<file path="config.mk">
export PLATFORM = sky130hd
export DESIGN_NAME = time_set_ctrl
export DESIGN_NICKNAME = d
export VERILOG_FILES = /design/src/rtl/time_set_ctrl.sv
export SDC_FILE = /design/constraint.sdc
export NUM_CORES = 1
export LEC_CHECK = 0
export ABC_CLOCK_PERIOD_IN_PS = 9630
export CORE_UTILIZATION = 59
export CTS_CLUSTER_DIAMETER = 150
export DETAILED_ROUTE_END_ITERATION = 12
export PLACE_DENSITY = 0.79
export SLEW_MARGIN = 20
export SYNTH_ARGS = -nofsm -noshare
export SYNTH_HDL_FRONTEND = slang
export SYNTH_SLANG_ARGS = --single-unit
</file>
<file path="constraint.sdc">
create_clock -name clk -period 9.63 [get_ports clk]
set_input_delay 1.926 -clock clk [delete_from_list [all_inputs] [get_ports clk]]
set_output_delay 1.926 -clock clk [all_outputs]
set_load 0.05 [all_outputs]
</file>
<file path="src/rtl/time_set_ctrl.sv">
// rtl/time_set_ctrl.sv - button-driven set-time / set-alarm control stage
//
// Turns four raw push-buttons into the mode, edit value and per-field load
// enables used by the hour/minute/second counters, and holds the alarm time.
//
// Ports:
//   clk, rst              system clock, asynchronous active-high reset
//   btn_mode/next/up/down raw asynchronous active-high buttons
//   cur_hour/min/sec      running time, sampled on entry to SET_TIME
//   state                 00 RUN, 01 SET_TIME, 10 SET_ALARM, 11 FINISH
//   num                   value of the field being edited (hour zero-extended)
//   hour/min/sec_enable   counter load enables
//   alarm_hour/min        stored alarm time
//   alarm_on              set once any alarm field has been edited
module time_set_ctrl #(
  parameter int DEBOUNCE_CYCLES = 1000000,
  parameter int CNT_W           = 20
) (
  input  logic       clk,
  input  logic       rst,
  input  logic       btn_mode,
  input  logic       btn_next,
  input  logic       btn_up,
  input  logic       btn_down,
  input  logic [4:0] cur_hour,
  input  logic [5:0] cur_min,
  input  logic [5:0] cur_sec,
  output logic [1:0] state,
  output logic [5:0] num,
  output logic       hour_enable,
  output logic       min_enable,
  output logic       sec_enable,
  output logic [4:0] alarm_hour,
  output logic [5:0] alarm_min,
  output logic       alarm_on
);

  typedef enum logic [1:0] {
    ST_RUN       = 2'b00,
    ST_SET_TIME  = 2'b01,
    ST_SET_ALARM = 2'b10,
    ST_FINISH    = 2'b11
  } state_t;

  typedef enum logic [1:0] {
    F_SEC  = 2'b00,
    F_MIN  = 2'b01,
    F_HOUR = 2'b10
  } field_t;

  // ---------------------------------------------------------------------
  // Button conditioning: bit 3 mode, bit 2 next, bit 1 up, bit 0 down
  // ---------------------------------------------------------------------
  logic [3:0]       btn_raw;
  logic [3:0]       sync1;
  logic [3:0]       sync2;
  logic [3:0]       deb;
  logic [3:0]       deb_q;
  logic [CNT_W-1:0] cnt [4];
  logic [3:0]       pulse;

  assign btn_raw = {btn_mode, btn_next, btn_up, btn_down};

  // The counter only runs while the synchronized level disagrees with the
  // accepted level; any agreeing sample restarts it, so a bounce shorter
  // than DEBOUNCE_CYCLES never gets through.
  always_ff @(posedge clk or posedge rst) begin
    if (rst) begin
      sync1 <= '0;
      sync2 <= '0;
      deb   <= '0;
      deb_q <= '0;
      for (int i = 0; i < 4; i++) cnt[i] <= '0;
    end else begin
      sync1 <= btn_raw;
      sync2 <= sync1;
      deb_q <= deb;
      for (int i = 0; i < 4; i++) begin
        if (sync2[i] != deb[i]) begin
          if (cnt[i] == CNT_W'(DEBOUNCE_CYCLES - 1)) begin
            deb[i] <= sync2[i];
            cnt[i] <= '0;
          end else begin
            cnt[i] <= cnt[i] + 1'b1;
          end
        end else begin
          cnt[i] <= '0;
        end
      end
    end
  end

  assign pulse = deb & ~deb_q;

  // Coincident pulses: only the highest-priority one acts.
  logic mode_p, next_p, up_p, down_p;
  assign mode_p = pulse[3];
  assign next_p = pulse[2] & ~pulse[3];
  assign up_p   = pulse[1] & ~(|pulse[3:2]);
  assign down_p = pulse[0] & ~(|pulse[3:1]);

  // ---------------------------------------------------------------------
  // Modulo helpers
  // ---------------------------------------------------------------------
  function automatic logic [5:0] step60(input logic [5:0] v, input logic up);
    if (up) return (v == 6'd59) ? 6'd0 : v + 6'd1;
    else    return (v == 6'd0) ? 6'd59 : v - 6'd1;
  endfunction

  function automatic logic [4:0] step24(input logic [4:0] v, input logic up);
    if (up) return (v == 5'd23) ? 5'd0 : v + 5'd1;
    else    return (v == 5'd0) ? 5'd23 : v - 5'd1;
  endfunction

  // ---------------------------------------------------------------------
  // Mode FSM and edit registers
  // ---------------------------------------------------------------------
  state_t     state_q, state_n;
  field_t     field_q, field_n;
  logic [4:0] work_h_q, work_h_n;
  logic [5:0] work_m_q, work_m_n;
  logic [5:0] work_s_q, work_s_n;
  logic       ed_h_q, ed_h_n;
  logic       ed_m_q, ed_m_n;
  logic       ed_s_q, ed_s_n;
  logic [4:0] alarm_hour_n;
  logic [5:0] alarm_min_n;
  logic       alarm_on_n;

  always_ff @(posedge clk or posedge rst) begin
    if (rst) begin
      state_q    <= ST_RUN;
      field_q    <= F_SEC;
      work_h_q   <= '0;
      work_m_q   <= '0;
      work_s_q   <= '0;
      ed_h_q     <= 1'b0;
      ed_m_q     <= 1'b0;
      ed_s_q     <= 1'b0;
      alarm_hour <= '0;
      alarm_min  <= '0;
      alarm_on   <= 1'b0;
    end else begin
      state_q    <= state_n;
      field_q    <= field_n;
      work_h_q   <= work_h_n;
      work_m_q   <= work_m_n;
      work_s_q   <= work_s_n;
      ed_h_q     <= ed_h_n;
      ed_m_q     <= ed_m_n;
      ed_s_q     <= ed_s_n;
      alarm_hour <= alarm_hour_n;
      alarm_min  <= alarm_min_n;
      alarm_on   <= alarm_on_n;
    end
  end

  always_comb begin
    state_n      = state_q;
    field_n      = field_q;
    work_h_n     = work_h_q;
    work_m_n     = work_m_q;
    work_s_n     = work_s_q;
    ed_h_n       = ed_h_q;
    ed_m_n       = ed_m_q;
    ed_s_n       = ed_s_q;
    alarm_hour_n = alarm_hour;
    alarm_min_n  = alarm_min;
    alarm_on_n   = alarm_on;
    num          = '0;
    hour_enable  = 1'b0;
    min_enable   = 1'b0;
    sec_enable   = 1'b0;

    case (state_q)
      ST_RUN: begin
        if (mode_p) begin
          state_n  = ST_SET_TIME;
          field_n  = F_SEC;
          work_h_n = cur_hour;
          work_m_n = cur_min;
          work_s_n = cur_sec;
          ed_h_n   = 1'b0;
          ed_m_n   = 1'b0;
          ed_s_n   = 1'b0;
        end
      end

      ST_SET_TIME: begin
        // The selected counter is held loaded with the working value so the
        // display tracks the edit live.
        case (field_q)
          F_HOUR: begin
            num         = {1'b0, work_h_q};
            hour_enable = 1'b1;
          end
          F_MIN: begin
            num        = work_m_q;
            min_enable = 1'b1;
          end
          default: begin
            num        = work_s_q;
            sec_enable = 1'b1;
          end
        endcase

        if (mode_p) begin
          state_n = ST_SET_ALARM;
          field_n = F_MIN;
        end else if (next_p) begin
          case (field_q)
            F_SEC:   field_n = F_MIN;
            F_MIN:   field_n = F_HOUR;
            default: field_n = F_SEC;
          endcase
        end else if (up_p || down_p) begin
          case (field_q)
            F_HOUR: begin
              work_h_n = step24(work_h_q, up_p);
              ed_h_n   = 1'b1;
            end
            F_MIN: begin
              work_m_n = step60(work_m_q, up_p);
              ed_m_n   = 1'b1;
            end
            default: begin
              work_s_n = step60(work_s_q, up_p);
              ed_s_n   = 1'b1;
            end
          endcase
        end
      end

      ST_SET_ALARM: begin
        num = (field_q == F_HOUR) ? {1'b0, alarm_hour} : alarm_min;

        if (mode_p) begin
          state_n = ST_FINISH;
        end else if (next_p) begin
          field_n = (field_q == F_HOUR) ? F_MIN : F_HOUR;
        end else if (up_p || down_p) begin
          if (field_q == F_HOUR) alarm_hour_n = step24(alarm_hour, up_p);
          else                   alarm_min_n  = step60(alarm_min, up_p);
          alarm_on_n = 1'b1;
        end
      end

      default: begin
        // FINISH: one-cycle commit of only the fields that were edited.
        hour_enable = ed_h_q;
        min_enable  = ed_m_q;
        sec_enable  = ed_s_q;
        state_n     = ST_RUN;
        ed_h_n      = 1'b0;
        ed_m_n      = 1'b0;
        ed_s_n      = 1'b0;
      end
    endcase
  end

  assign state = state_q;

endmodule

</file>
## Word level (Yosys, flattened, before mapping)

Cells that the tools add are included.

- Bits in writable memories: 0
- Bits in latches: 0
- Memories kept: 0
- Register bits after elaboration: 132
- Memory bits (read-only): 0
- Output and inout port bits: 23

- Add/sub/neg operators: 14
- $lt $le $gt $ge: 0
- Divide/modulo/power cells: 0
- $mul: 0
- Equal/unequal tests: 29
- Multiplexer cells: 78
- Reduce and logical (&&, ||, !) cells: 29
- Bitwise logic cells: 11
- Shift operators: 0

Operators with widths:

| kind | count |
|---|---|
| two-way mux 20 bit | 8 |
| two-way mux 6 bit | 20 |
| adder 20 x 1 -> 20 bit, second input constant | 4 |
| equality test 20 bit, second input constant | 4 |
| two-way mux 5 bit | 11 |
| one-hot mux 6 bit (2 select lines) | 4 |
| AND reduction 6 bit | 6 |
| inequality test 2 bit, second input constant | 11 |
| adder 6 x 1 -> 6 bit, second input constant | 3 |
| equality test 6 bit, second input constant | 3 |
| zero test 6 bit | 3 |
| two-way mux 2 bit | 9 |
| subtractor 6 x 1 -> 6 bit, second input constant | 3 |
| two-way mux 1 bit | 16 |
| AND reduction 5 bit | 3 |
| one-hot mux 2 bit (3 select lines) | 2 |
| adder 5 x 1 -> 5 bit, second input constant | 2 |
| equality test 5 bit, second input constant | 2 |
| zero test 5 bit | 2 |
| one-hot mux 5 bit (2 select lines) | 1 |
| subtractor 5 x 1 -> 5 bit, second input constant | 2 |
| one-hot mux 1 bit (3 select lines) | 3 |
| AND reduction 2 bit | 4 |
| inverter 1 bit | 6 |
| 17 further kinds | 29 |

## Depth between registers and ports, before layout

- Depth after elaboration: 11
- Mapped depth: 8
- Depth with buffers taken out: 7

## Worst setup path before layout

OpenSTA, ideal clock, no wires.

- Path type: reg-to-output
- Start point: reg state_q[0] (netlist: state[0])
- End point: out min_enable
- Buffers on the path: 2
- Slack: 5.024 ns
- Data arrival time: 2.680 ns
- Required time: 7.704 ns
- Cell stages (with the launch flop): 6
- Path through: dfrtp_1 -> ha_1 -> clkbuf_1 -> buf_1 -> nand2b_1 -> o21ai_0

- Longest elaborated chain between the ends: 3
- Elaborated cells between the ends (all ways): 5

Ends and longest elaborated chain:

| what | RTL line | source |
|---|---|---|
| start, declared | 118 | `state_t state_q, state_n;` |
| start signal, assigned | 144 | `state_q <= state_n;` |
| equality test 2 bit or zero test 2 bit (tied branches) | 175 | `case (state_q)` |
| OR reduction 2 bit (no source line) | -- |  |
| one-hot mux 1 bit (2 select lines) * | 175 |  |
| end, declared | 31 | `output logic min_enable,` |

Every way passes the cells marked *; elsewhere a longest branch is shown, timed or not.

## Worst setup path in the final report

- Start point: reg state_q[1] (netlist: state[1])
- End point: out num[1]

- Longest elaborated chain between the ends: 2
- Elaborated cells between the ends (all ways): 3

Ends and longest elaborated chain:

| what | RTL line | source |
|---|---|---|
| equality test 2 bit or equality test 2 x 1 -> 1 bit (tied branches) | 175 |  |
| one-hot mux 6 bit (2 select lines) * | 175 |  |
| end, declared | 29 | `output logic [5:0] num,` |

Marked as above.

==> metrics <==
status complete, no violations; global routing's busiest layer met2; critical path peak fanout 29; Post-synth top cells 132 x dfrtp_1, 126 x nor2_1, 73 x nand2_1; largest net degree at the start of global routing 77; Worst-Margin Slew 0.969 ns; TritonCTS clock tree done; layout cells sized above 1 0.0651; Leak Pwr 3.73 nW; Critical Path Slowest Stage Cell clkdlybuf4s50_1; Slew Limit Headroom 0.345; Synth Area in XOR/XNOR 0.0983; ys async rst share 1.00; Iter 0 DRT Violations 574; Synth Instances 834; grt total ovfl 0; Synth Area in Simple Gates 0.240; multi-input logic area 4040 µm²; Mapped Area 7660 µm²; CP Capture Type primary output; DP Wirelength 11400 µm; Worst Path Required 7.70 ns; GR Util met2 0.431; Die H 116 µm; Post-layout nets 909; Post-CTS Resized 0; initial antenna violation count 0; Synth Area in Compound Gates 0.123; Final Cycle Share 0.528; RSZ-0062 raised after global routing no; post-layout minimum cycle time 5.09 ns; Critical Path Source state[1]$_DFFE_PP0P_; Worst Hold Class reg -> reg; Placer Congestion 0.933; final hold slack 0.349 ns; Post-Layout Cell Count 1047; VDD IR max 0.146 mV; latest clock arrival within the worst-skew pair 0.42 ns; root buffer cell clkbuf_16; delay-heaviest family, CP buffers and inverters; final count of negative-setup-slack endpoints 0; Post-synth EDFFs 0; Synth Area per Inst 9.19 µm²; Residual DRC 0; Post-Syn Nets 881; Synth Area in Adders 0.0392; # Max-Cap Violations 0; leading post-synthesis cells by cell area dfrtp_1 43%, nor2_1 6.2%, xor2_1 5.7%; Final Max Tran Viols 0; Yosys warning count 0; Die Width 116 µm; WL final 16800 µm; PortBufs 45; largest family of logic cells by synthesized area simple AND/OR/NAND/NOR gates; most frequent cell after synthesis dfrtp_1; CP most frequent cell inv_1; Placed Cells 1015; Hold Fails Final Rpt 0; Yosys reg bits 132; Max Clock Freq 197 MHz; antenna diode count 0; register area 3300 µm²; # hold bufs at CTS 0; reg2reg start state[1]$_DFFE_PP0P_; met3 global-route usage 0.0737; Detailed Routing Iterations Pass 1 5; CP Launch Type register; prevailing post-synth register cell dfrtp_1; Initial Utilization 0.607; mux cell area share after synthesis 0.0260; Routed Antenna Nets 0; CP arrival 3.16 ns; Layout fillers 992; Crit Path Class reg -> out; clk sinks 132; sequential area share after synthesis 0.431; H-tree levels 4; Cell Chain, Critical Path inv_1, ha_1, buf_4, inv_1, a211oi_1, o21a_1, clkdlybuf4s50_1; leading area contributor after synthesis dfrtp_1; crit path buf inv count 4; GRT Util Overall 0.269; setup_tns 0 ns; Clock transition at path regs 0.06 ns; area share of the largest cell type after synthesis 0.431; DR vias 6264; first-pass GRT wire length 28000 µm; post-DR vias/cell 5.98; Synth-to-Final Area Change 14.0%; clock buffer depth 2; number of cell rows 41; vias in the first global route 5949; core box area 12600 µm²; Die ar. 13400 µm²; TritonCTS buffer count 17; hold wc startpoint sync1[2]$_DFF_PP0_; clock skew 0.00603 ns; DR WL/cell 16.0 µm; Yosys cell types 70; crit-path max cell delay 0.80 ns; post-CTS setup buffers 0; grt met1 use 0.339; io pins 46; PwrDens 140 nW/µm²
[final cells by class]
class                   instances  share of cell area
clock buffers                  26              0.0583
clock inverters                 6             0.00773
repair buffers                 50              0.0558
well taps                     172              0.0246
multi-input cells             630               0.462
inverters                      31              0.0136
flip-flops and latches        132               0.378
[kinds of logic (layout without fill, tap and decap cells)]
family | Yosys count | in the layout
mux | 19 | 19
fa+ha+maj | 24 | 24
compound gates | 127 | 127
flops | 132 | 132
simple gates | 374 | 374
xor+xnor | 86 | 86
buf+inv | 72 | 113
[placed cells by master (no fill, tap or decap), types with 9 or more instances in the layout]
cell,count
nor4_1,9
a21oi_1,14
ha_1,24
nand4_1,18
xor2_1,50
clkdlybuf4s50_1,45
nand2_1,73
and3_1,25
o31ai_1,9
mux2i_1,12
dfrtp_1,132
nand3_1,43
nor3_1,23
nor2_1,126
clkbuf_16,17
inv_1,29
o21ai_0,29
xnor2_1,36
[metrics by stage]
stage / area (µm²) / power (mW) / worst slack, ns / utilization
after floorplan: 7660 / 0.598 / 4.18 / -
after global placement: 8160 / 0.612 / 5.14 / 0.647
after detailed placement: 8160 / 0.613 / 5.03 / 0.647
after CTS: 8740 / 1.24 / 4.54 / 0.692
after global routing: 8740 / 1.27 / 4.40 / 0.692
final: 8740 / 1.22 / 4.54 / 0.692
[worst paths after layout]
check,end,slack (ns),depth (start not counted)
max,num[1],4.54,7
min reg2reg,sync2[2]$_DFF_PP0_,0.35,0
min,sync2[2]$_DFF_PP0_,0.35,0
max reg2reg,work_s_q[2]$_DFFE_PP0P_,6.85,8
max in group asynchronous,cnt[60]$_DFF_PP0_,6.28,3
min in group asynchronous,sync1[2]$_DFF_PP0_,1.98,2
[per-layer routing]
| layer | vias to the layer above | wire [µm] |
|---|---|---|
| met2 | 208 | 8260 |
| li1 | 2981 | - |
| met1 | 3040 | 7050 |
| met3 | 35 | 1050 |
| met5 | - | 0 |
| met4 | 0 | 421 |
[flip-flops by register name, indices dropped and copies added (netlist names), 4 cells and up]
name        cells
alarm_min       6
sync2           4
sync1           4
work_m_q        6
work_s_q        6
cnt            80
work_h_q        5
deb_q           4
deb             4
alarm_hour      5
[report_power, final]
group          switching, mW  internal, mW
registers            0.00506         0.561
logic                 0.0225        0.0144
clock network          0.232         0.390
total                  0.259         0.966
[worst register-to-register path, stage by stage, from the launching register on]
cell and delay (ns):
dfrtp_1 0.40, inv_1 0.09, ha_1 0.19, buf_4 0.24
inv_1 0.58, nand3_1 0.46, o41ai_4 0.28, o31ai_1 0.17
a22o_1 0.26
Note: power is estimated with default switching activity, not from simulation.
